--- config.mk ---
export PLATFORM = sky130hd
export DESIGN_NAME = perf_snapshot_fifo_flat
export DESIGN_NICKNAME = d
export VERILOG_FILES = /design/src/rtl/perf_snapshot_fifo_if.sv /design/src/rtl/perf_snapshot_fifo.sv /design/src/flat_wrapper.sv
export SDC_FILE = /design/constraint.sdc
export NUM_CORES = 1
export LEC_CHECK = 0
export CAP_MARGIN = 10
export CORE_AREA = 2 2 327 329
export CTS_BUF_LIST = sky130_fd_sc_hd__clkbuf_8
export CTS_CLUSTER_SIZE = 8
export DETAILED_ROUTE_END_ITERATION = 8
export DIE_AREA = 0 0 329 331
export GPL_TIMING_DRIVEN = 0
export PLACE_DENSITY = 0.69
export SYNTH_ARGS = -nofsm -noshare
export SYNTH_HDL_FRONTEND = slang
export SYNTH_SLANG_ARGS = --single-unit
--- constraint.sdc ---
create_clock -name clk -period 18.75 [get_ports clk]
set_input_delay 2.8125 -clock clk [delete_from_list [all_inputs] [get_ports clk]]
set_output_delay 2.8125 -clock clk [all_outputs]
set_load 0.02 [all_outputs]
--- src/rtl/perf_snapshot_fifo_if.sv ---
// Bus bundle for perf_snapshot_fifo: counter capture inputs plus the CSR read/pop port.
// The master modport is the producer/CSR side, the slave modport is the snapshot FIFO.
interface perf_snapshot_fifo_if #(
    parameter int COUNTER_WIDTH = 32,
    parameter int DEPTH         = 4
);
    localparam int CNT_W = $clog2(DEPTH) + 1;

    logic                     measurement_done;
    logic [COUNTER_WIDTH-1:0] total_cycles_count;
    logic [COUNTER_WIDTH-1:0] active_cycles_count;
    logic [COUNTER_WIDTH-1:0] idle_cycles_count;
    logic [31:0]              dma_bytes_count;
    logic [31:0]              blocks_processed_count;
    logic [31:0]              stall_cycles_count;
    logic                     rd_req;
    logic [2:0]               rd_addr;
    logic                     pop;
    logic [31:0]              rd_data;
    logic                     rd_valid;
    logic                     rd_err;
    logic                     busy;
    logic [CNT_W-1:0]         count;
    logic                     empty;
    logic                     full;
    logic [7:0]               drop_count;

    modport master (
        output measurement_done, total_cycles_count, active_cycles_count, idle_cycles_count,
               dma_bytes_count, blocks_processed_count, stall_cycles_count,
               rd_req, rd_addr, pop,
        input  rd_data, rd_valid, rd_err, busy, count, empty, full, drop_count
    );

    modport slave (
        input  measurement_done, total_cycles_count, active_cycles_count, idle_cycles_count,
               dma_bytes_count, blocks_processed_count, stall_cycles_count,
               rd_req, rd_addr, pop,
        output rd_data, rd_valid, rd_err, busy, count, empty, full, drop_count
    );
endinterface

--- src/rtl/perf_snapshot_fifo.sv ---
// Captures perf-monitor counters on measurement_done, computes utilization with a serial
// restoring divider, and queues 7-word records in a small FIFO drained through a registered read port.
module perf_snapshot_fifo #(
    parameter int COUNTER_WIDTH = 32,
    parameter int DEPTH         = 4
) (
    input  logic                clk,
    input  logic                rst,
    perf_snapshot_fifo_if.slave bus
);
    localparam int NW    = COUNTER_WIDTH + 7;
    localparam int PW    = $clog2(DEPTH);
    localparam int CNT_W = PW + 1;
    localparam int IW    = $clog2(NW + 1);

    typedef enum logic [1:0] {S_IDLE, S_DIVIDE, S_PUSH} state_t;
    typedef logic [6:0][31:0] rec_t;

    state_t                   r_state;
    logic [5:0][31:0]         r_cap;
    logic [NW-1:0]            r_num;
    logic [COUNTER_WIDTH-1:0] r_den;
    logic [NW-1:0]            r_quo;
    logic [COUNTER_WIDTH-1:0] r_rem;
    logic [IW-1:0]            r_iter;
    rec_t                     r_mem [DEPTH];
    logic [PW-1:0]            r_wptr;
    logic [PW-1:0]            r_rptr;
    logic [CNT_W-1:0]         r_count;
    logic [7:0]               r_drop;
    logic [31:0]              r_rd_data;
    logic                     r_rd_valid;
    logic                     r_rd_err;

    logic [NW-1:0]            w_act_ext;
    logic [COUNTER_WIDTH:0]   w_rem_sh;
    logic [COUNTER_WIDTH:0]   w_diff;
    logic                     w_ge;
    logic [COUNTER_WIDTH-1:0] w_rem_nx;
    logic [7:0]               w_util;
    rec_t                     w_rec;
    logic                     w_empty;
    logic                     w_full;
    logic                     w_busy;
    logic                     w_pop;
    logic                     w_push;
    logic [1:0]               w_drop_inc;
    logic [8:0]               w_drop_sum;
    logic [31:0]              w_status;

    // The borrow out of the trial subtraction doubles as the restoring-step compare,
    // since the partial remainder always stays below twice the divisor.
    assign w_act_ext = NW'(bus.active_cycles_count);
    assign w_rem_sh  = {r_rem, r_num[NW-1]};
    assign w_diff    = w_rem_sh - {1'b0, r_den};
    assign w_ge      = ~w_diff[COUNTER_WIDTH];
    assign w_rem_nx  = w_ge ? w_diff[COUNTER_WIDTH-1:0] : w_rem_sh[COUNTER_WIDTH-1:0];

    assign w_util = (r_den == '0)        ? 8'd0   :
                    (r_quo > NW'(100))   ? 8'd100 : r_quo[7:0];
    assign w_rec  = {{24'b0, w_util}, r_cap};

    assign w_empty    = (r_count == '0);
    assign w_full     = (r_count == CNT_W'(DEPTH));
    assign w_busy     = (r_state != S_IDLE);
    assign w_pop      = bus.pop && !w_empty;
    assign w_push     = (r_state == S_PUSH) && (!w_full || w_pop);
    assign w_drop_inc = 2'((bus.measurement_done && w_busy) ? 1 : 0)
                      + 2'(((r_state == S_PUSH) && w_full && !bus.pop) ? 1 : 0);
    assign w_drop_sum = {1'b0, r_drop} + 9'(w_drop_inc);
    assign w_status   = {16'b0, r_drop, 3'b0, w_full, w_empty, w_busy, r_count[1:0]};

    always_ff @(posedge clk) begin
        if (!rst && w_push)
            r_mem[r_wptr] <= w_rec;
    end

    always_ff @(posedge clk) begin
        if (rst) begin
            r_state    <= S_IDLE;
            r_wptr     <= '0;
            r_rptr     <= '0;
            r_count    <= '0;
            r_drop     <= '0;
            r_rd_data  <= '0;
            r_rd_valid <= 1'b0;
            r_rd_err   <= 1'b0;
            r_iter     <= '0;
        end else begin
            // Read port sees the head record as it stands before any same-edge pop/push.
            r_rd_valid <= bus.rd_req;
            r_rd_err   <= bus.rd_req && (bus.rd_addr != 3'd7) && w_empty;
            if (bus.rd_req) begin
                if (bus.rd_addr == 3'd7)
                    r_rd_data <= w_status;
                else if (w_empty)
                    r_rd_data <= '0;
                else
                    r_rd_data <= r_mem[r_rptr][bus.rd_addr];
            end

            r_drop <= (w_drop_sum > 9'd255) ? 8'd255 : w_drop_sum[7:0];

            if (w_pop)
                r_rptr <= r_rptr + 1'b1;
            if (w_push)
                r_wptr <= r_wptr + 1'b1;
            case ({w_push, w_pop})
                2'b10:   r_count <= r_count + 1'b1;
                2'b01:   r_count <= r_count - 1'b1;
                default: r_count <= r_count;
            endcase

            case (r_state)
                S_IDLE: begin
                    if (bus.measurement_done) begin
                        r_cap[0] <= 32'(bus.total_cycles_count);
                        r_cap[1] <= 32'(bus.active_cycles_count);
                        r_cap[2] <= 32'(bus.idle_cycles_count);
                        r_cap[3] <= bus.dma_bytes_count;
                        r_cap[4] <= bus.blocks_processed_count;
                        r_cap[5] <= bus.stall_cycles_count;
                        r_num    <= (w_act_ext << 6) + (w_act_ext << 5) + (w_act_ext << 2);
                        r_den    <= bus.total_cycles_count;
                        r_quo    <= '0;
                        r_rem    <= '0;
                        r_iter   <= IW'(NW);
                        r_state  <= S_DIVIDE;
                    end
                end
                S_DIVIDE: begin
                    r_rem  <= w_rem_nx;
                    r_quo  <= {r_quo[NW-2:0], w_ge};
                    r_num  <= {r_num[NW-2:0], 1'b0};
                    r_iter <= r_iter - 1'b1;
                    if (r_iter == IW'(1))
                        r_state <= S_PUSH;
                end
                S_PUSH:  r_state <= S_IDLE;
                default: r_state <= S_IDLE;
            endcase
        end
    end

    assign bus.rd_data    = r_rd_data;
    assign bus.rd_valid   = r_rd_valid;
    assign bus.rd_err     = r_rd_err;
    assign bus.busy       = w_busy;
    assign bus.count      = r_count;
    assign bus.empty      = w_empty;
    assign bus.full       = w_full;
    assign bus.drop_count = r_drop;
endmodule
--- src/flat_wrapper.sv ---
// flat-port wrapper written by rule: the top's interface ports become plain ports
module perf_snapshot_fifo_flat 
#(
    parameter int COUNTER_WIDTH = 32,
    parameter int DEPTH         = 4
)
  (clk, rst, bus_measurement_done, bus_total_cycles_count, bus_active_cycles_count, bus_idle_cycles_count, bus_dma_bytes_count, bus_blocks_processed_count, bus_stall_cycles_count, bus_rd_req, bus_rd_addr, bus_pop, bus_rd_data, bus_rd_valid, bus_rd_err, bus_busy, bus_count, bus_empty, bus_full, bus_drop_count);
  perf_snapshot_fifo_if #(.COUNTER_WIDTH(COUNTER_WIDTH), .DEPTH(DEPTH)) bus_i ();
  input  logic clk;
  input  logic rst;
  input wire logic [$bits(bus_i.measurement_done)-1:0] bus_measurement_done;
  input wire logic [$bits(bus_i.total_cycles_count)-1:0] bus_total_cycles_count;
  input wire logic [$bits(bus_i.active_cycles_count)-1:0] bus_active_cycles_count;
  input wire logic [$bits(bus_i.idle_cycles_count)-1:0] bus_idle_cycles_count;
  input wire logic [$bits(bus_i.dma_bytes_count)-1:0] bus_dma_bytes_count;
  input wire logic [$bits(bus_i.blocks_processed_count)-1:0] bus_blocks_processed_count;
  input wire logic [$bits(bus_i.stall_cycles_count)-1:0] bus_stall_cycles_count;
  input wire logic [$bits(bus_i.rd_req)-1:0] bus_rd_req;
  input wire logic [$bits(bus_i.rd_addr)-1:0] bus_rd_addr;
  input wire logic [$bits(bus_i.pop)-1:0] bus_pop;
  output wire logic [$bits(bus_i.rd_data)-1:0] bus_rd_data;
  output wire logic [$bits(bus_i.rd_valid)-1:0] bus_rd_valid;
  output wire logic [$bits(bus_i.rd_err)-1:0] bus_rd_err;
  output wire logic [$bits(bus_i.busy)-1:0] bus_busy;
  output wire logic [$bits(bus_i.count)-1:0] bus_count;
  output wire logic [$bits(bus_i.empty)-1:0] bus_empty;
  output wire logic [$bits(bus_i.full)-1:0] bus_full;
  output wire logic [$bits(bus_i.drop_count)-1:0] bus_drop_count;
  assign bus_i.measurement_done = bus_measurement_done;
  assign bus_i.total_cycles_count = bus_total_cycles_count;
  assign bus_i.active_cycles_count = bus_active_cycles_count;
  assign bus_i.idle_cycles_count = bus_idle_cycles_count;
  assign bus_i.dma_bytes_count = bus_dma_bytes_count;
  assign bus_i.blocks_processed_count = bus_blocks_processed_count;
  assign bus_i.stall_cycles_count = bus_stall_cycles_count;
  assign bus_i.rd_req = bus_rd_req;
  assign bus_i.rd_addr = bus_rd_addr;
  assign bus_i.pop = bus_pop;
  assign bus_rd_data = bus_i.rd_data;
  assign bus_rd_valid = bus_i.rd_valid;
  assign bus_rd_err = bus_i.rd_err;
  assign bus_busy = bus_i.busy;
  assign bus_count = bus_i.count;
  assign bus_empty = bus_i.empty;
  assign bus_full = bus_i.full;
  assign bus_drop_count = bus_i.drop_count;
  perf_snapshot_fifo #(.COUNTER_WIDTH(COUNTER_WIDTH), .DEPTH(DEPTH)) u_core (.clk(clk), .rst(rst), .bus(bus_i));
endmodule
=== After elaboration in Yosys (flattened, before gate mapping) ===
Memory sizes are Yosys's and may differ from the RTL's. A register that Yosys moved wholly into a read port is not among the register bits.
Index checks and enable logic that the tools add are counted.

* $add $sub $neg: 10
* Magnitude comparators: 3
* Equality and inequality tests: 10
* Multiplexer cells: 26
* Bitwise logic cells: 2
* Reduce and logical (&&, ||, !) cells: 23

{| class="wikitable"
|+ Operators by type and width
! cell !! count
|-
| $mux W32 || 5
|-
| $pmux W39 S2 || 2
|-
| $bmux W32 S3 || 1
|-
| $mux W39 || 2
|-
| $pmux W32 S2 || 1
|-
| $add A38 B37 Y39 || 1
|-
| $add A39 B34 Y39 || 1
|-
| $gt A39 B7 Y1 const B || 1
|-
| $sub A33 B32 Y33 || 1
|-
| $logic_not A32 Y1 || 1
|-
| $mux W8 || 3
|-
| $pmux W6 S2 || 1
|-
| $add A8 B2 Y9 || 1
|-
| $gt A9 B8 Y1 const B || 1
|-
| $logic_and A1 B1 Y1 || 8
|-
| $mux W2 || 4
|-
| $eq A3 B3 Y1 const B || 2
|-
| $eq A6 B1 Y1 const B || 1
|-
| $mux W6 || 1
|-
| $pmux W3 S2 || 1
|-
| $reduce_and A3 Y1 || 2
|-
| $reduce_bool A2 Y1 || 3
|-
| $sub A6 B1 Y6 const B || 1
|-
| $add A2 B1 Y2 const B || 2
|-
| 17 further kinds || 27
|}

* Bits in registers: 359
* Memory bits (writable): 800
* Bits of input ports: 200
* Logic and storage cells: 93
* Memories: 1

{| class="wikitable"
|+ Memories
! memory !! words !! width !! rd ports !! clocked after Yosys merged registers in !! write ports !! line !! RTL
|-
| u_core.r_mem || 4 || 200 || 1 || 1 || 1 || perf_snapshot_fifo.sv:26 || <nowiki>rec_t r_mem [DEPTH];</nowiki>
|}

=== Longest topological paths before layout ===
Gate-level depths: netlist of run 1.

* Word-level depth: 8
* Gate-level depth with buffers: 16
* Depth with buffers taken out: 13

=== Worst setup path before layout of run 1 ===
Ideal clock, no wire load.

* Kind: input-to-reg
* From: input port rst
* To: register u_core.r_cap[100] in the netlist's numbering (enable)
* Setup time: 0.747 ns
* Data arrival time: 11.356 ns
* Required time: 18.003 ns
* Slack: 6.647 ns
* Stages: 4
* Buffers on the path: 3
* Cell sequence: clkbuf_1 > clkbuf_1 > buf_1 > nor2_1

* Word-level cells in the longest chain between the ends: 2

{| class="wikitable"
|+ RTL lines
! element !! line !! RTL
|-
| start, declared || flat_wrapper.sv:10 || <nowiki>input logic rst;</nowiki>
|-
| $not A1 Y1 (no line) || n/a ||
|-
| $reduce_and A3 Y1 (no line) || n/a ||
|-
| end, declared || perf_snapshot_fifo.sv:20 || <nowiki>logic [5:0][31:0] r_cap;</nowiki>
|}

Every way passes these cells.
A chain may end at the register's enable or synchronous reset.

=== Final worst setup path of run 1 ===
* From: input port bus_active_cycles_count[4]
* To: register u_core.r_num[32] (data pin)

* Word-level cells in the longest chain between the ends: 4

{| class="wikitable"
|+ RTL lines
! element !! line !! RTL
|-
| start, declared || flat_wrapper.sv:13 || <nowiki>input wire logic [$bits(bus_i.active_cycles_count)-1:0] bus_active_cycles_count;</nowiki>
|-
| $add A38 B37 Y39 || perf_snapshot_fifo.sv:123 || <nowiki>r_num <= (w_act_ext << 6) + (w_act_ext << 5) + (w_act_ext << 2);</nowiki>
|-
| $add A39 B34 Y39 (*) || perf_snapshot_fifo.sv:123 ||
|-
| $mux W39 (*) || perf_snapshot_fifo.sv:116 || <nowiki>if (bus.measurement_done) begin</nowiki>
|-
| $pmux W39 S2 (*) || perf_snapshot_fifo.sv:114 || <nowiki>case (r_state)</nowiki>
|-
| end signal, assigned || perf_snapshot_fifo.sv:123 ||
|-
| end signal, assigned || perf_snapshot_fifo.sv:134 || <nowiki>r_num <= {r_num[NW-2:0], 1'b0};</nowiki>
|-
| end, declared || perf_snapshot_fifo.sv:21 || <nowiki>logic [NW-1:0] r_num;</nowiki>
|}

Mark *: on every way between the ends. The rest lies on a longest branch, timed or not. The select of a mux whose other input is x is not followed.

==> flow_summary.toml, run 1 <==
[global_routing]
grt_start_max_net_pins = 60
grt_overflow_total = 0
most_used_routing_layer_in_global_routing = "met2"
gr-usage-all-layers_pct = 20.4
global_route.usage.met1_pct = 27.3
grt_first_pass_wirelength_um = 163000
grtUsageMet2_pct = 33.4
grt_antenna_before_repair = 10
global_route.usage.met3_pct = 4.59
number_of_global_route_vias_before_repair = 25971

[setup_path]
worstPathMaxFanout = 4
max_stage_delay_ps = 740
crit_path_cell_trace = "clkdlybuf4s50_1 -> fa_1 -> ha_1 -> fa_1 -> a21o_1 -> a21oi_1 -> nor2b_1 -> o21ai_0 -> o21a_1 -> o21a_1 -> o21ai_0 -> a41oi_1 -> xor2_1 -> a21oi_1"
criticalPathCategory = "input port to flip-flop"
worst_ep_arrival_time_ps = 7050
endpoint_kind = "flip-flop"
worstPathRequired_ps = 19300
startpoint_type = "input port"
critPathSlowestCell = "sky130_fd_sc_hd__clkdlybuf4s50_1"

[timing]
period_minus_slack_ps = 6500
timing_hold_violations_final = 0
setup_repair_after_global_routing_missed_its_margin = "false"
clock_skew_after_layout_ps = 37.3
period_share_pct = 34.7
worst_pin_slew_ps = 1130
final_critical_path_setup_slack_ps = 12250
final.setup.tns_ps = 0
maxClockFrequency_mhz = 154
finalMaxSlewViolations = 0
max_slew_margin_pct = 24.5
setup_viol_count_final = 0

[floorplan]
design.core.area_mm2 = 0.105
die_height_um = 331
num_rows = 119
initial_utilization_pct = 44.7
dieWidth_um = 329
pin_count = 248
die_outline_area_mm2 = 0.109

[synth]
post_synthesis_register_bit_count = 1159
syn-instance-count = 2515
yosys.area.top_type = "sky130_fd_sc_hd__edfxtp_1"
synth_sequential_area_ratio_pct = 72.9
syn-cell-area_mm2 = 0.0470
synth-edff-count = 1100
synth.avg_cell_area_um2 = 18.7
synth.top_cells.by_area = "sky130_fd_sc_hd__edfxtp_1 70%, sky130_fd_sc_hd__mux4_2 11%, sky130_fd_sc_hd__dfxtp_1 2.5%, sky130_fd_sc_hd__ha_1 2.1%, sky130_fd_sc_hd__fa_1 1.4%"
synthFlopType = "sky130_fd_sc_hd__edfxtp_1"
yosysUniqueCellTypes = 68
async_reset_ff_share_pct = 0
yosys_warnings = 0
post-synth-top-area-fraction_pct = 70.4

[placement]
port_buffers = 243
post-dp-hpwl_um = 75900
routabilityCongestion = 0.870
placement.setup.worst_slack_ps = 11440

[clock_network]
postCtsSetupBuffers = 0
cts_num_sinks = 1159
maximum_buffer_depth_of_the_clock_tree = 3
cts.hold.buffers_added = 0
cts-resized-gates = 0
cts.clk_slew.worst_paths_ps = 60
insertion_delay_ps = 860
cts_tree = "yes"
cts_inserted_buffers = 179
clk_root_buffer_cell = "sky130_fd_sc_hd__clkbuf_8"
cts.htree.levels = 4

[final_layout]
post_route_cells_drive_above_1_share_pct = 16.8
final_net_count = 3280
syn_to_final_growth_pct = 17.0
nFillCells = 8191
multiInputGateArea_mm2 = 0.0119
seq_area_mm2 = 0.0342

[run_status]
outcome = "complete, no violations"

[power_and_ir_drop]
irDropWorstVdd_uv = 61.8
cellLeakagePower_nw = 18.2
power.density_mw_per_mm2 = 96.1

[drt]
detail_route.drc_violations = 0
remaining_number_of_nets_flagged_by_the_antenna_check_after_routing = 0
via_to_cell_ratio = 5.58
drtPass1Iterations = 8
wl_per_cell_um = 24.7
route.final.wire_length_um = 111000
vias = 25032
drt_iter0_drc = 2367

[worst_hold_path]
hold_removal_path_class = "flip-flop to flip-flop"

[flow_run]
drv.max_cap_violation_count = 0
==> cells in the mapped netlist, drive strengths merged, types with 29 or more instances <==
library cell / count
a211oi: 29
a21oi: 105
and2: 52
buf: 41
clkbuf: 71
dfxtp: 59
edfxtp: 1100
fa: 32
ha: 77
inv: 96
mux2i: 38
mux4: 232
nand2: 58
nor2: 99
nor2b: 31
nor4: 35
o21ai: 45
o22ai: 33
xnor2: 30
xor2: 30
==> stage by stage <==
stage          hold slack, ps  power, W  util [%]  area [um2]  std cells
6_report                  485   0.00528      52.3       54900       4486
5_1_grt                   501   0.00548      52.3       54900       4484
4_1_cts                   482   0.00532      52.3       54900       4482
3_5_place_dp              470   0.00343      49.3       51800       4181
3_3_place_gp              465   0.00343      48.7       51100       4152
2_1_floorplan             444   0.00326         -       47000       2518
==> critical path, delay by kind of cell <==
kind                       cells  cell delay, ps
and+or+nand+nor                1              90
adders and majority gates      3            1220
AOI/OAI and AO/OA              8            1980
xor gates and xnor gates       1             200
buffers and inverters          1             740
==> sequential cells by signal, summed over array words and instances (netlist names), named ones only <==
register / cells
u_core.r_num: 37
u_core.r_rptr: 2
u_core.bus.count: 3
u_core.r_mem: 800
u_core.bus.rd_data: 32
u_core.r_rem: 32
u_core.bus.rd_err: 1
u_core.r_iter: 6
u_core.r_state: 2
u_core.r_den: 32
u_core.bus.rd_valid: 1
u_core.bus.drop_count: 8
u_core.r_cap: 160
u_core.r_wptr: 2
u_core.r_quo: 39
==> path summary, 6_finish.rpt <==
check                                           startpoint                                   to  slack (ps)  depth (start not counted)
worst min-delay path            u_core.r_cap[36]$_DFFE_PP_        u_core.r_mem[3][36]$_DFFE_PP_         490                          0
worst min register to register  u_core.r_cap[36]$_DFFE_PP_        u_core.r_mem[3][36]$_DFFE_PP_         490                          0
worst max register to register                   flip-flop  u_core.bus.rd_data[22]$_SDFFE_PP0P_       14350                          9
worst max-delay path            bus_active_cycles_count[4]           u_core.r_num[32]$_DFFE_PP_       12250                         14
==> cell type report <==
cell class | count | share of cell area [%]
Sequential cell | 1159 | 62.3
Multi-Input combinational cell | 1151 | 21.7
Timing Repair Buffer | 272 | 5.53
Clock buffer | 188 | 4.71
Tap cell | 1391 | 3.17
Clock inverter | 113 | 1.05
Buffer | 112 | 0.859
Inverter | 96 | 0.656
Antenna cell | 4 | 0.0182
==> per-layer routing <==
layer | share of wire [%] | wire length (um) | up-vias
met1 | 42 | 46100 | 12944
met4 | 2.5 | 2770 | 8
met3 | 6.7 | 7460 | 186
met2 | 49 | 54300 | 897
met5 | 0.043 | 48 | -
li1 | - | - | 10997
==> kinds of logic after synthesis <==
family	share of synthesized area, %
other	0.00799
XOR/XNOR	1.12
multiplexers	12.0
AO/OA/AOI/OAI	4.87
AND/OR/NAND/NOR	3.94
buffers and inverters	1.77
adder cells (fa/ha/maj)	3.42
flip-flops	72.9
==> report_power, final <==
part	switching, W	total [W]	internal [W]
clock	0.000943	0.00189	0.000950
combinational	0.000257	0.000451	0.000194
sequential	0.0000382	0.00293	0.00290
==> cells in the final DEF, fill, tap and decap left out, types with 38 or more instances in the layout <==
cell type / instances
sky130_fd_sc_hd__edfxtp_1: 1100
sky130_fd_sc_hd__clkdlybuf4s50_1: 243
sky130_fd_sc_hd__mux4_2: 232
sky130_fd_sc_hd__clkbuf_8: 188
sky130_fd_sc_hd__inv_1: 170
sky130_fd_sc_hd__a21oi_1: 104
sky130_fd_sc_hd__nor2_1: 98
sky130_fd_sc_hd__ha_1: 77
sky130_fd_sc_hd__clkbuf_1: 70
sky130_fd_sc_hd__dfxtp_1: 59
sky130_fd_sc_hd__nand2_1: 58
sky130_fd_sc_hd__and2_1: 48
sky130_fd_sc_hd__o21ai_0: 42
sky130_fd_sc_hd__mux2i_1: 38
Note: power is estimated with default switching activity, not from simulation.
==> run 2: changes to the inputs <==
- clock period: 18.75 -> 6.38 ns (I/O delays scaled with it)
==> flow_summary.toml, run 2 (synthesis results as in run 1) <==
[setup_path]
worst_ep_arrival_time_ps = 5140
worstPathMaxFanout = 4
endpoint_kind = "flip-flop"
worst_r2r_endpoint = "u_core.bus.rd_data[30]$_SDFFE_PP0P_"
r2r_cells = 9
criticalPathCategory = "input port to flip-flop"
r2r_setup_slack_ps = 2110
startpoint_type = "input port"
worstPathRequired_ps = 6940

[clock_network]
cts.hold.buffers_added = 0
maximum_buffer_depth_of_the_clock_tree = 3
clk_root_buffer_cell = "sky130_fd_sc_hd__clkbuf_8"
cts.htree.levels = 4
cts_tree = "yes"
insertion_delay_ps = 860
cts_num_sinks = 1159
cts.clk_slew.worst_paths_ps = 60
cts_inserted_buffers = 184
cts-resized-gates = 0
postCtsSetupBuffers = 0

[floorplan]
num_rows = 119
initial_utilization_pct = 44.7
die_outline_area_mm2 = 0.109
dieWidth_um = 329
design.core.area_mm2 = 0.105
pin_count = 248
die_height_um = 331

[timing]
clock_skew_after_layout_ps = 43.1
final_critical_path_setup_slack_ps = 1790
setup_viol_count_final = 0
setup_repair_after_global_routing_missed_its_margin = "false"
timing_hold_violations_final = 0
period_minus_slack_ps = 4590
period_share_pct = 71.9
finalMaxSlewViolations = 0
worst_pin_slew_ps = 1130
worst_hold_slack_ps = 483
max_slew_margin_pct = 24.4
maxClockFrequency_mhz = 218

[final_layout]
reg.largest.list = "u_core.r_mem: 800 flops, u_core.r_cap: 160 flops, u_core.r_quo: 39 flops"
syn_to_final_growth_pct = 17.5
final_net_count = 3282
finalCoreUtilization_pct = 52.6
post_route_cells_drive_above_1_share_pct = 16.9
biggest_register = "u_core.r_mem"
layout.cells.most_common = "sky130_fd_sc_hd__edfxtp_1"
flip_flop_count_of_the_largest_register_all_copies_and_words_added = 800
mostFrequentLayoutCells = "1100 x sky130_fd_sc_hd__edfxtp_1, 243 x sky130_fd_sc_hd__clkdlybuf4s50_1, 232 x sky130_fd_sc_hd__mux4_2"

[worst_hold_path]
hp-start = "u_core.r_cap[147]$_DFFE_PP_"
hold_removal_path_class = "flip-flop to flip-flop"
whs_path_depth = 0
timing.hold.worst_endpoint = "u_core.r_mem[1][147]$_DFFE_PP_"

[power_and_ir_drop]
p_clk_share_pct = 37.0
power_frac_comb_pct = 8.4
sw_frac_of_total_pct = 23.4
cellLeakagePower_nw = 18.3
power.density_mw_per_mm2 = 286
switchingPower_w = 0.00369
irDropWorstVdd_uv = 197
internal_power_w = 0.0121
seqPwrFrac_pct = 54.7

[drt]
vias = 25009
wl_per_cell_um = 24.5
detail_route.drc_violations = 0
via_to_cell_ratio = 5.56
drt_iter0_drc = 2421
route.final.wire_length_um = 110000
remaining_number_of_nets_flagged_by_the_antenna_check_after_routing = 0
drtPass1Iterations = 5

[global_routing]
grt_first_pass_wirelength_um = 163000
grt_overflow_total = 0
grt_start_max_net_pins = 59
grt_antenna_before_repair = 10
number_of_global_route_vias_before_repair = 25933
gr-usage-all-layers_pct = 20.3

[run_status]
outcome = "complete, no violations"

[placement]
placement.setup.worst_slack_ps = 945
post-dp-hpwl_um = 75200
port_buffers = 243
routabilityCongestion = 0.865

[flow_run]
drv.max_cap_violation_count = 0
==> run 2: changes by cell type in the layout (fill, tap and decap cells not counted), moves of 2 or more <==
| cell | before | now |
|---|---|---|
| sky130_fd_sc_hd__buf_16 | 14 | 18 |
| sky130_fd_sc_hd__clkbuf_8 | 188 | 191 |
| sky130_fd_sc_hd__buf_6 | 12 | 4 |
| sky130_fd_sc_hd__diode_2 | 4 | 1 |
| sky130_fd_sc_hd__clkinv_1 | 18 | 26 |
| sky130_fd_sc_hd__inv_8 | 3 | 1 |
| sky130_fd_sc_hd__clkinv_2 | 6 | 9 |
| sky130_fd_sc_hd__bufinv_16 | 2 | 6 |
==> run 2: power by group through the flow <==
| stage | logic, W | clock network, W | registers, W |
|---|---|---|---|
| after floorplan | 0.000815 | 0 | 0.00875 |
| after CTS | 0.00132 | 0.00597 | 0.00862 |
| after detailed placement | 0.00131 | 0 | 0.00878 |
| after global routing | 0.00144 | 0.00629 | 0.00864 |
| final | 0.00132 | 0.00583 | 0.00862 |
| after global placement | 0.00126 | 0 | 0.00879 |
==> run 2: worst max path at each step <==
stage	slack [ps]	endpoint	depth (start not counted)	start
floorplan	370	u_core.r_num[10]$_DFFE_PP_	3	rst
CTS	1880	u_core.r_num[32]$_DFFE_PP_	14	bus_active_cycles_count[4]
finish	1790	u_core.r_num[32]$_DFFE_PP_	14	bus_active_cycles_count[4]
detailed placement	950	u_core.r_num[32]$_DFFE_PP_	14	bus_active_cycles_count[4]
global route	1660	u_core.r_num[32]$_DFFE_PP_	14	bus_active_cycles_count[4]
global placement	-1500	u_core.r_num[17]$_DFFE_PP_	3	bus_measurement_done
==> run 2: layer usage <==
metal / up-vias / global-route usage [%] / share of wire (%) / wire length [um]
met4: 10 / 7.36 / 2.9 / 3190
met3: 200 / 3.97 / 6.6 / 7220
met1: 12853 / 27.2 / 42 / 45600
li1: 11022 / - / - / -
met2: 924 / 33.3 / 49 / 53800
met5: - / 0 / 0.045 / 49
==> run 2: per-stage QoR <==
stage	cell area [um2]	power [W]	TNS [ps]	std cells
finish	55200	0.0158	0	4496
global route	55200	0.0164	0	4496
CTS	55200	0.0159	0	4495
detailed placement	51800	0.0101	0	4178
global placement	51200	0.0100	-588730	4152
floorplan	47000	0.00956	0	2518
==> run 2: layout make-up <==
type                    instances  area, um2
inverters                      96        360
flip-flops and latches       1159      34200
fillers                      8197      49800
plain buffers                 112        472
clock buffers                 191       2630
repair buffers                269       3080
well taps                    1391       1740
diodes                          1       2.50
clock inverters               126        722
multi-input cells            1151      11900
==> run 2: critical path, cell delays in order <==
cell and delay (ps):
sky130_fd_sc_hd__clkdlybuf4s50_1 780, sky130_fd_sc_hd__fa_1 500, sky130_fd_sc_hd__ha_1 250, sky130_fd_sc_hd__fa_1 410, sky130_fd_sc_hd__a21o_1 190, sky130_fd_sc_hd__a21oi_1 230
sky130_fd_sc_hd__nor2b_1 100, sky130_fd_sc_hd__o21ai_0 420, sky130_fd_sc_hd__o21a_1 240, sky130_fd_sc_hd__o21a_1 240, sky130_fd_sc_hd__o21ai_0 240, sky130_fd_sc_hd__a41oi_1 310
sky130_fd_sc_hd__xor2_1 180, sky130_fd_sc_hd__a21oi_1 80
==> patch: new RTL, flow settings as in run 2 <==
`COUNTER_WIDTH` is set to 32 in 3 places; all go to 16.
--- a/src/rtl/perf_snapshot_fifo_if.sv
+++ b/src/rtl/perf_snapshot_fifo_if.sv
@@ -1,7 +1,7 @@
 // Bus bundle for perf_snapshot_fifo: counter capture inputs plus the CSR read/pop port.
 // The master modport is the producer/CSR side, the slave modport is the snapshot FIFO.
 interface perf_snapshot_fifo_if #(
-    parameter int COUNTER_WIDTH = 32,
+    parameter int COUNTER_WIDTH = 16,
     parameter int DEPTH         = 4
 );
     localparam int CNT_W = $clog2(DEPTH) + 1;
--- a/src/rtl/perf_snapshot_fifo.sv
+++ b/src/rtl/perf_snapshot_fifo.sv
@@ -1,7 +1,7 @@
 // Captures perf-monitor counters on measurement_done, computes utilization with a serial
 // restoring divider, and queues 7-word records in a small FIFO drained through a registered read port.
 module perf_snapshot_fifo #(
-    parameter int COUNTER_WIDTH = 32,
+    parameter int COUNTER_WIDTH = 16,
     parameter int DEPTH         = 4
 ) (
     input  logic                clk,
--- a/src/flat_wrapper.sv
+++ b/src/flat_wrapper.sv
@@ -1,7 +1,7 @@
 // flat-port wrapper written by rule: the top's interface ports become plain ports
 module perf_snapshot_fifo_flat 
 #(
-    parameter int COUNTER_WIDTH = 32,
+    parameter int COUNTER_WIDTH = 16,
     parameter int DEPTH         = 4
 )
   (clk, rst, bus_measurement_done, bus_total_cycles_count, bus_active_cycles_count, bus_idle_cycles_count, bus_dma_bytes_count, bus_blocks_processed_count, bus_stall_cycles_count, bus_rd_req, bus_rd_addr, bus_pop, bus_rd_data, bus_rd_valid, bus_rd_err, bus_busy, bus_count, bus_empty, bus_full, bus_drop_count);
Ports: changed (resized bus_active_cycles_count, bus_idle_cycles_count and bus_total_cycles_count); port bits go from 248 to 200. No check against the original RTL was run, so the function may have changed too.
==> patch against run 2 <==
Sequential cell count fell by 289. Sequential share of layout area rose by 0.69 points. Setup slack improved by 860 ps. Area after synthesis fell by 27%. Count of clock-buffer cells in the layout fell by 46. Wire length fell by 24%. Design area fell by 26%. Non-clock buffer count fell by 84. Core utilization fell by 14 points. Power fell by 21%. Clock skew fell by 16 ps. Critical path type unchanged. Critical endpoint is now u_core.r_num[22]$_DFFE_PP_.
==> patch: results <==
set metrics [dict create \
    cts_buffers 138 \
    route.detailed.vias_per_inst 4.99 \
    synth-compound-area-share_pct 3.96 \
    slew_headroom_pct 25.6 \
    final_weighted_congestion_in_routability_driven_placement 0.809 \
    drive_above_1_share_pct 17.1 \
    regMostFlops "u_core.r_mem" \
    grt_first_pass_wirelength_mm 121 \
    flip_flop_count_of_the_largest_register_after_layout 608 \
    post-route-cell-area_um2 40700 \
    p_leak_nw 13.3 \
    post_synth_xor_area_fraction_pct 0.744 \
    vdd_ir_drop_max_uv 186 \
    port_buffers 197 \
    maximum_number_of_pins_on_one_net_before_global_route_repair 51 \
    worst_skew_pair.late_latency_ps 790 \
    muxShareOfSynthArea_pct 12.0 \
    max-clock-path-buffers 3 \
    yosysUniqueCellTypes 62 \
    filler_cell_count 9491 \
    outcome "complete, no violations" \
    synth-adder-area-share_pct 2.59 \
    synth.area.top_cells "sky130_fd_sc_hd__edfxtp_1, sky130_fd_sc_hd__mux4_2, sky130_fd_sc_hd__dfxtp_1" \
    globalRouteTotalUtil_pct 15.2 \
    synth_commonest_cells "sky130_fd_sc_hd__edfxtp_1, sky130_fd_sc_hd__mux4_2, sky130_fd_sc_hd__nor2_1" \
    initialDrtViolationCount 1834 \
    crit_arrival_ps 4300 \
    clock-skew-final_ps 27.4 \
    via_count_of_the_first_global_routing_pass 19000 \
    synth-edff-count 812 \
    antenna_found_initial 15 \
    post_place_instance_area_um2 38400 \
    sequential_to_total_area_share_from_yosys_stat_pct 74.8 \
    drt-total-wl_mm 83.4 \
    num-nets-final 2379 \
    detailed_place_hpwl_mm 57.0 \
]
## patch: worst paths after layout
check | from | end | slack (ps) | depth (start not counted)
setup / recovery | bus_active_cycles_count[1] | u_core.r_num[22]$_DFFE_PP_ | 2650 | 12
hold / removal | u_core.bus.rd_data[10]$_SDFFE_PP0P_ | u_core.bus.rd_data[10]$_SDFFE_PP0P_ | 480 | 2
setup reg to reg | u_core.r_den[0]$_DFFE_PP_ | u_core.r_rem[2]$_SDFFCE_PN0P_ | 3130 | 10
hold reg to reg | u_core.bus.rd_data[10]$_SDFFE_PP0P_ | u_core.bus.rd_data[10]$_SDFFE_PP0P_ | 480 | 2
## patch: cells by family (layout without fill, tap and decap cells)
group	Yosys count	after routing
buffers and inverters	133	578
AND/OR/NAND/NOR	293	293
flip-flops	870	870
XOR/XNOR	29	29
AO/OA/AOI/OAI	212	212
multiplexers	204	204
other	1	7
adder cells (fa/ha/maj)	61	61
## patch: per-stage QoR
| stage | TNS (ps) | cells | setup WS (ps) |
|---|---|---|---|
| final | 0 | 3645 | 2650 |
| after floorplan | 0 | 1806 | 851 |
| after global placement | -1908090 | 3394 | -2610 |
| after CTS | 0 | 3642 | 2660 |
| after detailed placement | 0 | 3417 | 1910 |
| after global routing | 0 | 3643 | 2440 |
## patch: where the power goes
part           total, mW  switching [mW]  internal [mW]
combinational       1.81           0.971          0.841
clock               4.17            2.09           2.08
sequential          6.46          0.0947           6.37
total               12.4            3.15           9.29
## patch: cell type report
cell class,instances,share of cell area [%]
multi-input combinational,803,19.8
buffer,77,0.903
antenna,3,0.0184
inverter,56,0.516
clock inverter,80,0.842
clock buffer,145,4.90
timing repair buffer,220,6.08
sequential,870,62.7
tap,1391,4.27
## patch: worst max-delay path: stages
cell and delay (ps):
sky130_fd_sc_hd__clkdlybuf4s50_1 640, sky130_fd_sc_hd__fa_1 620, sky130_fd_sc_hd__ha_1 170, sky130_fd_sc_hd__inv_1 60
sky130_fd_sc_hd__fa_1 390, sky130_fd_sc_hd__nand2b_1 190, sky130_fd_sc_hd__a21oi_1 210, sky130_fd_sc_hd__o21ai_0 160
sky130_fd_sc_hd__a21oi_1 300, sky130_fd_sc_hd__o31a_1 230, sky130_fd_sc_hd__a21oi_1 100, sky130_fd_sc_hd__a21oi_1 270
## patch: routing by layer
layer  global-route usage (%)  share of wire [%]  up-vias
met5                        0               0.13        -
met1                     18.5                 39     9376
met4                     5.16                2.2       20
li1                         -                  -     7924
met3                     5.74                 10      134
met2                     24.7                 48      729
